<file path="src/rtl/instruction_fetch_if.sv">
// Instruction-memory read channel between the fetch stage (master) and memory (slave).
interface instruction_fetch_if;
  logic        imem_req;
  logic [31:0] imem_addr;
  logic        imem_ready;
  logic [31:0] imem_rdata;

  modport master (
    output imem_req,
    output imem_addr,
    input  imem_ready,
    input  imem_rdata
  );

  modport slave (
    input  imem_req,
    input  imem_addr,
    output imem_ready,
    output imem_rdata
  );
endinterface

</file>
<file path="src/rtl/instruction_fetch.sv">
// Fetch stage: requests one instruction at pc, holds it until downstream signals done,
// then advances pc by sequential, taken-branch or jump target.
module instruction_fetch #(
  parameter logic [31:0] RESET_PC = 32'h0000_0000
) (
  input  logic                       clk,
  input  logic                       rst_n,
  instruction_fetch_if.master        imem,
  input  logic                       instr_done,
  input  logic                       branch,
  input  logic                       zero,
  input  logic                       jump,
  output logic [31:0]                instr,
  output logic [5:0]                 opcode,
  output logic                       instr_valid,
  output logic [31:0]                pc,
  output logic [31:0]                pc_plus4
);

  typedef enum logic [1:0] {
    IDLE = 2'd0,
    REQ  = 2'd1,
    HOLD = 2'd2
  } state_t;

  state_t      state_q, state_d;
  logic [31:0] pc_q, pc_d;
  logic [31:0] instr_q, instr_d;
  logic [31:0] pc_plus4_w;
  logic [31:0] branch_off_w;
  logic [31:0] next_pc_w;

  always_ff @(posedge clk) begin
    if (!rst_n) begin
      state_q <= IDLE;
      pc_q    <= {RESET_PC[31:2], 2'b00};
      instr_q <= '0;
    end else begin
      state_q <= state_d;
      pc_q    <= pc_d;
      instr_q <= instr_d;
    end
  end

  // Control inputs only matter on the HOLD-exit edge, where next_pc_w is consumed.
  always_comb begin
    pc_plus4_w   = pc_q + 32'd4;
    branch_off_w = {{14{instr_q[15]}}, instr_q[15:0], 2'b00};
    if (jump)
      next_pc_w = {pc_plus4_w[31:28], instr_q[25:0], 2'b00};
    else if (branch && zero)
      next_pc_w = pc_plus4_w + branch_off_w;
    else
      next_pc_w = pc_plus4_w;
  end

  always_comb begin
    state_d = state_q;
    pc_d    = pc_q;
    instr_d = instr_q;
    unique case (state_q)
      IDLE: state_d = REQ;
      REQ: begin
        if (imem.imem_ready) begin
          instr_d = imem.imem_rdata;
          state_d = HOLD;
        end
      end
      HOLD: begin
        if (instr_done) begin
          pc_d    = {next_pc_w[31:2], 2'b00};
          state_d = REQ;
        end
      end
      default: state_d = IDLE;
    endcase
  end

  always_comb begin
    imem.imem_req  = (state_q == REQ);
    imem.imem_addr = pc_q;
    instr_valid    = (state_q == HOLD);
    instr          = instr_q;
    opcode         = instr_q[31:26];
    pc             = pc_q;
    pc_plus4       = pc_plus4_w;
  end

endmodule

</file>
<file path="src/flat_wrapper.sv">
// flat-port wrapper written by rule: the top's interface ports become plain ports
module instruction_fetch_flat 
#(
  parameter logic [31:0] RESET_PC = 32'h0000_0000
)
  (clk, rst_n, instr_done, branch, zero, jump, instr, opcode, instr_valid, pc, pc_plus4, imem_imem_req, imem_imem_addr, imem_imem_ready, imem_imem_rdata);
  instruction_fetch_if imem_i ();
  input  logic clk;
  input  logic rst_n;
  input  logic instr_done;
  input  logic branch;
  input  logic zero;
  input  logic jump;
  output logic [31:0] instr;
  output logic [5:0] opcode;
  output logic instr_valid;
  output logic [31:0] pc;
  output logic [31:0] pc_plus4;
  output wire logic [$bits(imem_i.imem_req)-1:0] imem_imem_req;
  output wire logic [$bits(imem_i.imem_addr)-1:0] imem_imem_addr;
  input wire logic [$bits(imem_i.imem_ready)-1:0] imem_imem_ready;
  input wire logic [$bits(imem_i.imem_rdata)-1:0] imem_imem_rdata;
  assign imem_imem_req = imem_i.imem_req;
  assign imem_imem_addr = imem_i.imem_addr;
  assign imem_i.imem_ready = imem_imem_ready;
  assign imem_i.imem_rdata = imem_imem_rdata;
  instruction_fetch #(.RESET_PC(RESET_PC)) u_core (.clk(clk), .rst_n(rst_n), .imem(imem_i), .instr_done(instr_done), .branch(branch), .zero(zero), .jump(jump), .instr(instr), .opcode(opcode), .instr_valid(instr_valid), .pc(pc), .pc_plus4(pc_plus4));
endmodule
</file>
<file path="config.mk">
export PLATFORM = sky130hd
export DESIGN_NAME = instruction_fetch_flat
export DESIGN_NICKNAME = d
export VERILOG_FILES = /design/src/rtl/instruction_fetch_if.sv /design/src/rtl/instruction_fetch.sv /design/src/flat_wrapper.sv
export SDC_FILE = /design/constraint.sdc
export NUM_CORES = 1
export LEC_CHECK = 0
export CAP_MARGIN = 15
export CORE_MARGIN = 2
export CORE_UTILIZATION = 42
export CTS_BUF_LIST = sky130_fd_sc_hd__clkbuf_4 sky130_fd_sc_hd__clkbuf_8 sky130_fd_sc_hd__clkbuf_16
export CTS_CLUSTER_SIZE = 8
export DETAILED_ROUTE_END_ITERATION = 8
export PLACE_DENSITY = 0.85
export SYNTH_ARGS = -nofsm -noshare
export SYNTH_HDL_FRONTEND = slang
export SYNTH_SLANG_ARGS = --single-unit
</file>
<file path="constraint.sdc">
create_clock -name clk -period 4 [get_ports clk]
set_clock_uncertainty 0.05 [all_clocks]
set_input_delay 0.8 -clock clk [delete_from_list [all_inputs] [get_ports clk]]
set_output_delay 0.8 -clock clk [all_outputs]
set_load 0.005 [all_outputs]
</file>
[Word-level counts from Yosys, hierarchy flattened]
Cells that the tools add are included.
Storage, ports and cells
  memory bits (writable): 0
  input bits: 39
  memory bits (read-only): 0
  output and inout bits: 136
  logic and storage cells: 19
  memories kept: 0
  register bits after elaboration: 64
  latch bits: 0
Operators by class
  shifts and indexed selects: 0
  reduce and logical (&&, ||, !) cells: 5
  equal/unequal tests: 4
  divide/modulo/power cells: 0
  multiplexer cells: 5
  bitwise operators: 0
  multipliers: 0
  order comparisons: 0
  add/subtract/negate cells: 2
Operators by type and width (count)
  $mux 32: 2
  $add 32x3->32 const B: 1
  $add 32x32->32: 1
  $pmux 2 s3: 1
  $reduce_and 2->1: 3
  $mux 2: 2
  $eq 2x1->1 const B: 1
  $eq 2x2->1 const B: 1
  $logic_not 2->1: 1
  $ne 2x1->1 const B: 1
  $ne 2x2->1 const B: 1
  $logic_and 1x1->1: 1

[Depth between registers and ports, before layout]
Gate-level depths: netlist of run 1.
  word-level depth: 4
  mapped depth: 16
  mapped depth without buffers: 15

[Worst setup path before layout of run 1]
OpenSTA, ideal clock, no wires.
  path type: register to register
  start: register u_core.pc_q[2] (netlist: u_core.imem.imem_addr[2])
  end: register u_core.pc_q[31] (netlist: u_core.imem.imem_addr[31])
  slack: 0.335 ns
  cell stages (with the launch flop): 16
  arrival: 3.543 ns
  path buffers: 1
  required time: 3.878 ns
  setup time: 0.072 ns
  period minus slack after synthesis: 3.665 ns
  cells stage by stage: dfxtp_1 -> ha_1 -> nand4_1 -> nor4_2 -> nand2_1 -> xnor2_1 -> ha_1 -> clkbuf_1 -> a21o_1 -> o21bai_1 -> o21ai_0 -> o211ai_1 -> o21a_1 -> o311ai_2 -> mux2i_1 -> mux2i_1
Between the ends
  word-level cells in the longest chain between the ends: 4
Ends and longest elaborated chain
  start, declared: line instruction_fetch.sv:27  | logic [31:0] pc_q, pc_d;
  start signal, assigned: line instruction_fetch.sv:36  | pc_q <= {RESET_PC[31:2], 2'b00};
  start signal, assigned: line instruction_fetch.sv:40  | pc_q <= pc_d;
  $add 32x3->32: line instruction_fetch.sv:47  | pc_plus4_w = pc_q + 32'd4;
  via pc_plus4[22]: line flat_wrapper.sv:18  | output logic [31:0] pc_plus4;
  $add 32x32->32: line instruction_fetch.sv:52  | next_pc_w = pc_plus4_w + branch_off_w;
  $mux 32: line instruction_fetch.sv:51  | else if (branch && zero)
  $mux 32: line instruction_fetch.sv:49  | if (jump)
The timed path passes the listed nets, and every way through them passes these cells.
A chain may end at the register's enable or synchronous reset.

[Worst setup path in the final report of run 1]
  start: register u_core.pc_q[3] (netlist: u_core.imem.imem_addr[3])
  end: output pc_plus4[30]
Between the ends
  word-level cells in the longest chain between the ends: 1
Ends and longest elaborated chain (line)
  $add 32x3->32: instruction_fetch.sv:47
  end, declared: flat_wrapper.sv:18
No other way between the ends.

==> metrics.log, run 1 <==
[metrics] share of flip-flops with an asynchronous set or reset after synthesis: 0
[metrics] # fillers: 1091
[metrics] CORE AREA: 0.0125 mm^2
[metrics] clock root buffer: sky130_fd_sc_hd__clkbuf_16
[metrics] IO Port Bufs: 168
[metrics] post-synthesis cell type with the largest combined area: sky130_fd_sc_hd__dfxtp_1
[metrics] DR vias/cell: 5.52
[metrics] RSZ-0062 raised after global routing: false
[metrics] Antenna Nets Post-Route: 0
[metrics] start of the worst register-to-register path: u_core.imem.imem_addr[3]
[metrics] highest net fanout along the worst path: 6
[metrics] Crit. Startpoint: u_core.imem.imem_addr[3]
[metrics] Post-Layout Cell Count: 1027
[metrics] Pre-Repair DR Iteration Count: 5
[metrics] share of final-layout standard cells stronger than drive strength 1: 0.0936
[metrics] Tot GR Track Use: 0.255
[metrics] biggest area contributors in the synthesized netlist: sky130_fd_sc_hd__dfxtp_1 24%, sky130_fd_sc_hd__nand2_1 9.7%, sky130_fd_sc_hd__ha_1 8.4%
[metrics] register bit total from synthesis: 64
[metrics] Most Frequent Cell on Critical Path: sky130_fd_sc_hd__nand3_1
[metrics] initial antenna violation count: 0
[metrics] post-detailed-routing wire length: 17.6 mm
[metrics] placed instance count: 1011
[metrics] area share of and/or/nand/nor cells after synthesis: 0.238
[metrics] die outline area: 0.0137 mm^2
[metrics] largest stage delay on the critical path: 0.57 ns
[metrics] via count of the first global-routing pass: 5278
[metrics] CTS HTree Levels: 3
[metrics] Post-Syn Area per Cell: 7.58 um^2
[metrics] utilization of the core after routing: 0.598
[metrics] Critical Path Source Type: register
[metrics] detailed placer's ending HPWL: 13.1 mm
[metrics] reported max-cap violation count: 0
[metrics] number of buffers added for setup after CTS: 0
[metrics] most used flip-flop cell after synthesis: sky130_fd_sc_hd__dfxtp_1
[metrics] Slew Viols, Final: 0
[metrics] Post-Synth XOR/XNOR Area: 0.0833
[metrics] Rows: 41
[metrics] CTS tree: yes
[metrics] layout overhead on the synthesized area: 39.6%
[metrics] Compound-Gate Fraction of Synth Area: 0.252
[metrics] Final min period: 3.76 ns
[metrics] setup violation total in the final timing report: 0
[metrics] number of distinct library cells after synthesis: 67
[metrics] share of synthesized cell area in full adder, half adder and majority cells: 0.0877
[metrics] Clock Path Buffers: 2
[metrics] Critical Path RT: 3.15 ns
[metrics] P per Cell Area: 250 mW/mm^2
[metrics] cells after synthesis: 707
[metrics] starting density of the core: 0.428
[metrics] fraction of the yosys area taken by sequential cells: 0.239
[metrics] count of routing violations after the opening detailed-route iteration: 328
[metrics] mux cell area share after synthesis: 0.00747
[metrics] insertion delay of the later-clocked pin in the worst-skew pair: 0.33 ns
[metrics] worst vdd ir: 0.160 mV
[metrics] maximum number of pins on one net before global-route repair: 70
[metrics] Critical Path End Type: output pin
[metrics] number of top-level pins: 175
[metrics] Clock Sink Count: 64
[metrics] Routability Congestion: 0.942
[metrics] worst slew pin tran: 0.973 ns
[metrics] via count of the routed design: 5667
[metrics] summed instance area of the synthesized netlist: 0.00536 mm^2
[metrics] final number of hold-violating endpoints: 0
[metrics] post-route fraction of the period consumed by the critical path: 0.939
[metrics] combinational family with the most area after synthesis: compound AO/OA/AOI/OAI gates
[metrics] Die Span X: 117 um
[metrics] TritonCTS Buffers: 9
[metrics] Avg WL per Cell: 17.1 um
[metrics] count of flip-flops with a built-in enable after synthesis: 0
[metrics] Worst slew margin: 0.350
[metrics] remaining global-route overflow: 0
[metrics] Leak: 2.99 nW
[metrics] wire length of the first global-routing pass: 27.3 mm
[metrics] Worst path slowest cell: sky130_fd_sc_hd__clkdlybuf4s50_1
[metrics] Nets: 926
[metrics] worst path cell trace: ha_2, and4_1, nand3_1, nor2_1, nand3_1, or2_2, xnor2_1, clkdlybuf4s50_1
[metrics] path category of the worst min-delay check: reg -> reg
[metrics] min-delay src: u_core.instr[29]
[metrics] DRC violations left: 0
[metrics] run status: finished clean
[metrics] summed negative setup slack over all endpoints: 0 ns
[metrics] number of warnings reported in the yosys synthesis log: 0
[metrics] Antenna Diode Count: 0
[metrics] post-layout total power: 0.00187 W
[metrics] die outline height: 117 um
[metrics] Worst Path Class, Setup: reg -> out
[metrics] data arrival time at the worst-slack endpoint: 2.91 ns
[metrics] maximum frequency from static timing analysis: 266 MHz
[metrics] share of the synthesized area in the top cell type: 0.239
[metrics] clk slew on worst S/H paths: 0.06 ns
-- per-layer routing --
metal	GRT usage	vias up	part of all wire	wire length, um
met1	0.341	2621	0.43	7580
met5	0	-	0	0
met2	0.408	263	0.45	7930
met4	0.0831	0	0.023	407
li1	-	2751	-	-
met3	0.0597	32	0.094	1650
-- stage by stage --
step,setup WS [ns],area (um^2),hold slack [ns]
after floorplan,0.335,5380,0.419
after global placement,0.375,7080,0.419
after detailed placement,0.296,7080,0.424
after CTS,0.143,7420,0.432
after global routing,0.0181,7480,0.459
final,0.243,7480,0.428
-- worst max-delay path, delay by kind of cell (launching register included) --
kind	cells	cell delay (ns)
buffers and inverters	1	0.57
and+or+nand+nor	5	1.14
xor gates and xnor gates	1	0.29
DFF	1	0.37
adders and majority gates	1	0.22
-- registers in the layout, summed over array words and instances, names as in the netlist --
name,count
u_core.imem.imem_addr,30
u_core.instr,32
u_core.state_q,2
-- cells in the mapped netlist (2+ instances only) --
library cell,number
sky130_fd_sc_hd__o31a_1,2
sky130_fd_sc_hd__a21boi_0,34
sky130_fd_sc_hd__and3_1,9
sky130_fd_sc_hd__nand4_1,11
sky130_fd_sc_hd__o211ai_1,13
sky130_fd_sc_hd__o21ai_0,39
sky130_fd_sc_hd__or2_2,2
sky130_fd_sc_hd__a311oi_1,3
sky130_fd_sc_hd__or3_1,5
sky130_fd_sc_hd__nor2b_1,8
sky130_fd_sc_hd__and4_1,4
sky130_fd_sc_hd__a211oi_1,4
sky130_fd_sc_hd__nand2_1,138
sky130_fd_sc_hd__ha_1,36
sky130_fd_sc_hd__nand2b_1,3
sky130_fd_sc_hd__xor2_1,17
sky130_fd_sc_hd__mux2i_1,4
sky130_fd_sc_hd__clkbuf_1,30
sky130_fd_sc_hd__a32oi_1,6
sky130_fd_sc_hd__a31oi_1,2
sky130_fd_sc_hd__nand3_1,30
sky130_fd_sc_hd__buf_4,42
sky130_fd_sc_hd__a22oi_1,2
sky130_fd_sc_hd__inv_1,13
sky130_fd_sc_hd__o21a_1,5
sky130_fd_sc_hd__xnor2_1,34
sky130_fd_sc_hd__o31ai_1,4
sky130_fd_sc_hd__nor2_2,2
sky130_fd_sc_hd__dfxtp_1,64
sky130_fd_sc_hd__a221oi_1,2
sky130_fd_sc_hd__o211a_1,2
sky130_fd_sc_hd__a21o_1,18
sky130_fd_sc_hd__nor2_1,30
sky130_fd_sc_hd__a211oi_2,2
sky130_fd_sc_hd__a21oi_1,43
sky130_fd_sc_hd__o221ai_1,2
sky130_fd_sc_hd__and2_1,6
sky130_fd_sc_hd__nor4_1,2
sky130_fd_sc_hd__nor3_1,6
-- final timing paths --
path	end	slack (ns)	cells past startpoint
max	pc_plus4[30]	0.24	8
min	u_core.instr[29]	0.43	2
max reg2reg	u_core.imem.imem_addr[31]	0.30	16
min reg2reg	u_core.instr[29]	0.43	2
-- report_power, final --
part / leakage, nW / internal [W] / switching (W)
Combinational: 2.31 / 0.000147 / 0.000139
Sequential: 0.520 / 0.000659 / 0.0000262
Clock: 0.161 / 0.000597 / 0.000304
-- final cells by class --
type / count / area (um^2) / area share
Clock inverter: 4 / 75.1 / 0.0100
Sequential cell: 64 / 1280 / 0.171
Clock buffer: 12 / 267 / 0.0356
Inverter: 13 / 48.8 / 0.00652
Tap cell: 172 / 215 / 0.0288
Timing Repair Buffer: 202 / 1930 / 0.258
Multi-Input combinational cell: 560 / 3660 / 0.490
-- cells by family (layout without fill, tap and decap cells) --
logic type,Yosys count,after routing
AND/OR/NAND/NOR,267,267
AO/OA/AOI/OAI,195,195
buffers and inverters,88,231
flip-flops,64,64
XOR/XNOR,51,51
adder cells (fa/ha/maj),37,37
multiplexers,4,4
other,1,6
-- repair_timing --
action / in CTS / in global routing
endpoints found under the hold margin: 0 / 0
hold buffers: 0 / 0
endpoints found under the setup margin: 0 / 4
resized for setup: 0 / 11
-- placed cells by master, fill, tap and decap left out, types with 4 or more instances in the layout --
cell type,count
sky130_fd_sc_hd__nor2b_1,8
sky130_fd_sc_hd__clkbuf_16,9
sky130_fd_sc_hd__a21boi_0,34
sky130_fd_sc_hd__and2_1,6
sky130_fd_sc_hd__mux2i_1,4
sky130_fd_sc_hd__dfxtp_1,63
sky130_fd_sc_hd__a21oi_1,42
sky130_fd_sc_hd__inv_1,13
sky130_fd_sc_hd__a21o_1,18
sky130_fd_sc_hd__o211ai_1,13
sky130_fd_sc_hd__nor3_1,6
sky130_fd_sc_hd__xor2_1,17
sky130_fd_sc_hd__nand3_1,30
sky130_fd_sc_hd__nor2_1,29
sky130_fd_sc_hd__a211oi_1,4
sky130_fd_sc_hd__or3_1,5
sky130_fd_sc_hd__xnor2_1,31
sky130_fd_sc_hd__a32oi_1,6
sky130_fd_sc_hd__ha_1,33
sky130_fd_sc_hd__and3_1,9
sky130_fd_sc_hd__o21ai_0,39
sky130_fd_sc_hd__o21a_1,5
sky130_fd_sc_hd__buf_4,34
sky130_fd_sc_hd__nand4_1,11
sky130_fd_sc_hd__clkdlybuf4s50_1,167
sky130_fd_sc_hd__and4_1,4
sky130_fd_sc_hd__conb_1,6
sky130_fd_sc_hd__nand2_1,138
Power figures use the tool's default switching activity.
==> run 2, diff against run 1 <==
- SETUP_SLACK_MARGIN: not set -> 0.1
==> metrics.log, run 2 (same netlist as run 1, synthesis figures left out) <==
[metrics] run status: finished clean
[metrics] Antenna Diode Count: 0
[metrics] layout overhead on the synthesized area: 39.9%
[metrics] summed negative setup slack over all endpoints: 0 ns
[metrics] insertion delay of the later-clocked pin in the worst-skew pair: 0.33 ns
[metrics] area of the multi-input gates: 0.00368 mm^2
[metrics] Critical Path RT: 3.15 ns
[metrics] clk slew on worst S/H paths: 0.06 ns
[metrics] Final min period: 3.77 ns
[metrics] Leak: 2.99 nW
[metrics] commonest cells after routing, fill and taps aside: 167 x sky130_fd_sc_hd__clkdlybuf4s50_1, 138 x sky130_fd_sc_hd__nand2_1, 62 x sky130_fd_sc_hd__dfxtp_1
[metrics] starting density of the core: 0.428
[metrics] TritonCTS Buffers: 9
[metrics] Nets: 926
[metrics] share of power burned in the clock network: 0.481
[metrics] critical register-to-register path endpoint: u_core.imem.imem_addr[31]
[metrics] P per Cell Area: 249 mW/mm^2
[metrics] highest net fanout along the worst path: 6
[metrics] Clock Path Buffers: 2
[metrics] number of top-level pins: 175
[metrics] RSZ-0062 raised after global routing: false
[metrics] depth of the worst register-to-register path: 13
[metrics] placed inst area: 0.00708 mm^2
[metrics] Sw Pwr: 0.000467 W
[metrics] Most Frequent Cell on Critical Path: sky130_fd_sc_hd__nand3_1
[metrics] Finished Cell Area: 0.00750 mm^2
[metrics] most common cell after layout, fill and taps aside: sky130_fd_sc_hd__clkdlybuf4s50_1
[metrics] Clock Sink Count: 64
[metrics] DRC violations left: 0
[metrics] Net Sw Frac: 0.250
[metrics] worst vdd ir: 0.159 mV
[metrics] worst path buffer plus inverter count: 1
[metrics] setup violation total in the final timing report: 0
[metrics] wire length of the first global-routing pass: 27.3 mm
[metrics] post-detailed-routing wire length: 17.6 mm
[metrics] remaining global-route overflow: 0
[metrics] # fillers: 1090
[metrics] IO Port Bufs: 168
[metrics] Crit. Startpoint: u_core.imem.imem_addr[3]
[metrics] Post-CTS Hold Fix Bufs: 0
[metrics] internal reg-to-reg setup slack: 0.36 ns
[metrics] Rows: 41
[metrics] Routability Congestion: 0.942
[metrics] cell family with most CP delay: simple AND/OR/NAND/NOR gates
[metrics] final number of hold-violating endpoints: 0
[metrics] Worst path slowest cell: sky130_fd_sc_hd__clkdlybuf4s50_1
[metrics] endpoint of the most critical setup path: pc_plus4[30]
[metrics] internal power contribution: 0.00140 W
[metrics] min setup slack post-route: 0.232 ns
[metrics] Critical Path End Type: output pin
[metrics] hold slack: 0.428 ns
[metrics] initial antenna violation count: 0
[metrics] maximum number of pins on one net before global-route repair: 70
[metrics] die outline height: 117 um
[metrics] Crit. path cell count: 8
[metrics] Pre-Repair DR Iteration Count: 5
[metrics] sequential cell area in the final layout: 0.00128 mm^2
[metrics] detailed placer's ending HPWL: 13.1 mm
[metrics] share of final-layout standard cells stronger than drive strength 1: 0.0971
[metrics] Worst Path Class, Setup: reg -> out
[metrics] worst path cell trace: ha_2, and4_1, nand3_1, nor2_1, nand3_1, or2_2, xnor2_1, clkdlybuf4s50_1
[metrics] start of the worst register-to-register path: u_core.imem.imem_addr[3]
[metrics] reported max-cap violation count: 0
[metrics] via count of the routed design: 5667
[metrics] Die Span X: 117 um
[metrics] data arrival time at the worst-slack endpoint: 2.92 ns
[metrics] maximum frequency from static timing analysis: 265 MHz
[metrics] Post-Place Setup Slack: 0.296 ns
[metrics] Tot GR Track Use: 0.255
[metrics] flip-flop count of the largest register after layout: 32
[metrics] combinational share of power: 0.153
[metrics] CTS tree: yes
[metrics] Critical Path Source Type: register
[metrics] min-delay src: u_core.instr[29]
[metrics] worst slew pin tran: 0.961 ns
[metrics] Avg WL per Cell: 17.2 um
[metrics] Antenna Nets Post-Route: 0
[metrics] CTS HTree Levels: 3
[metrics] via count of the first global-routing pass: 5278
[metrics] largest stage delay on the critical path: 0.56 ns
[metrics] sequential share of power: 0.366
[metrics] clock root buffer: sky130_fd_sc_hd__clkbuf_16
[metrics] die outline area: 0.0137 mm^2
[metrics] Worst slew margin: 0.359
[metrics] DR vias/cell: 5.52
[metrics] path category of the worst min-delay check: reg -> reg
[metrics] CORE AREA: 0.0125 mm^2
[metrics] Slew Viols, Final: 0
[metrics] count of routing violations after the opening detailed-route iteration: 367
[metrics] post-route fraction of the period consumed by the critical path: 0.942
## run 2: cell counts in the layout (fill, tap and decap cells not counted)
Identical to the previous run, type by type.
## run 2: routing by layer
layer | global-route usage | share of wire | vias up | routed length, um
met4 | 0.0831 | 0.018 | 0 | 319
met2 | 0.408 | 0.46 | 278 | 8060
met1 | 0.341 | 0.42 | 2613 | 7470
met5 | 0 | 0 | - | 0
met3 | 0.0597 | 0.10 | 29 | 1800
li1 | - | - | 2747 | -
## run 2: final cells by class
type | instances | area share
multi-input cells | 560 | 0.490
flip-flops and latches | 64 | 0.171
clock buffers | 12 | 0.0355
inverters | 13 | 0.00651
repair buffers | 202 | 0.258
clock inverters | 4 | 0.0100
well taps | 172 | 0.0287
## run 2: how the worst min path moves through the flow
stage / endpoint / slack (ns) / depth (start not counted)
floorplan: u_core.instr[17] / 0.42 / 2
global route: u_core.instr[29] / 0.46 / 2
CTS: u_core.instr[29] / 0.43 / 2
finish: u_core.instr[29] / 0.43 / 2
global placement: u_core.instr[17] / 0.42 / 2
detailed placement: u_core.instr[29] / 0.42 / 2
## run 2: what timing repair did
item	4_1_cts	5_1_grt
setup endpoints to repair	0	6
endpoints found under the hold margin	0	0
resized for setup	0	14
buffers inserted	0	0
## run 2: through the flow
stage | utilization | instances | total power (W)
after detailed placement | 0.566 | 1011 | 0.000978
after global placement | 0.566 | 1011 | 0.000974
after floorplan | - | 712 | 0.000840
after global routing | 0.599 | 1027 | 0.00194
final | 0.599 | 1027 | 0.00187
after CTS | 0.593 | 1027 | 0.00188
## run 2: power by group through the flow
| stage | registers [W] | clock network, W | logic, W |
|---|---|---|---|
| CTS | 0.000684 | 0.000910 | 0.000282 |
| finish | 0.000685 | 0.000898 | 0.000286 |
| floorplan | 0.000695 | 0 | 0.000145 |
| global route | 0.000687 | 0.000941 | 0.000312 |
| global placement | 0.000697 | 0 | 0.000278 |
| detailed placement | 0.000697 | 0 | 0.000281 |
## run 2: tightest hold or removal path: stages, from the launching register on
cell	delay (ns)
sky130_fd_sc_hd__dfxtp_1	0.32
sky130_fd_sc_hd__nand2_1	0.05
sky130_fd_sc_hd__a21boi_0	0.06
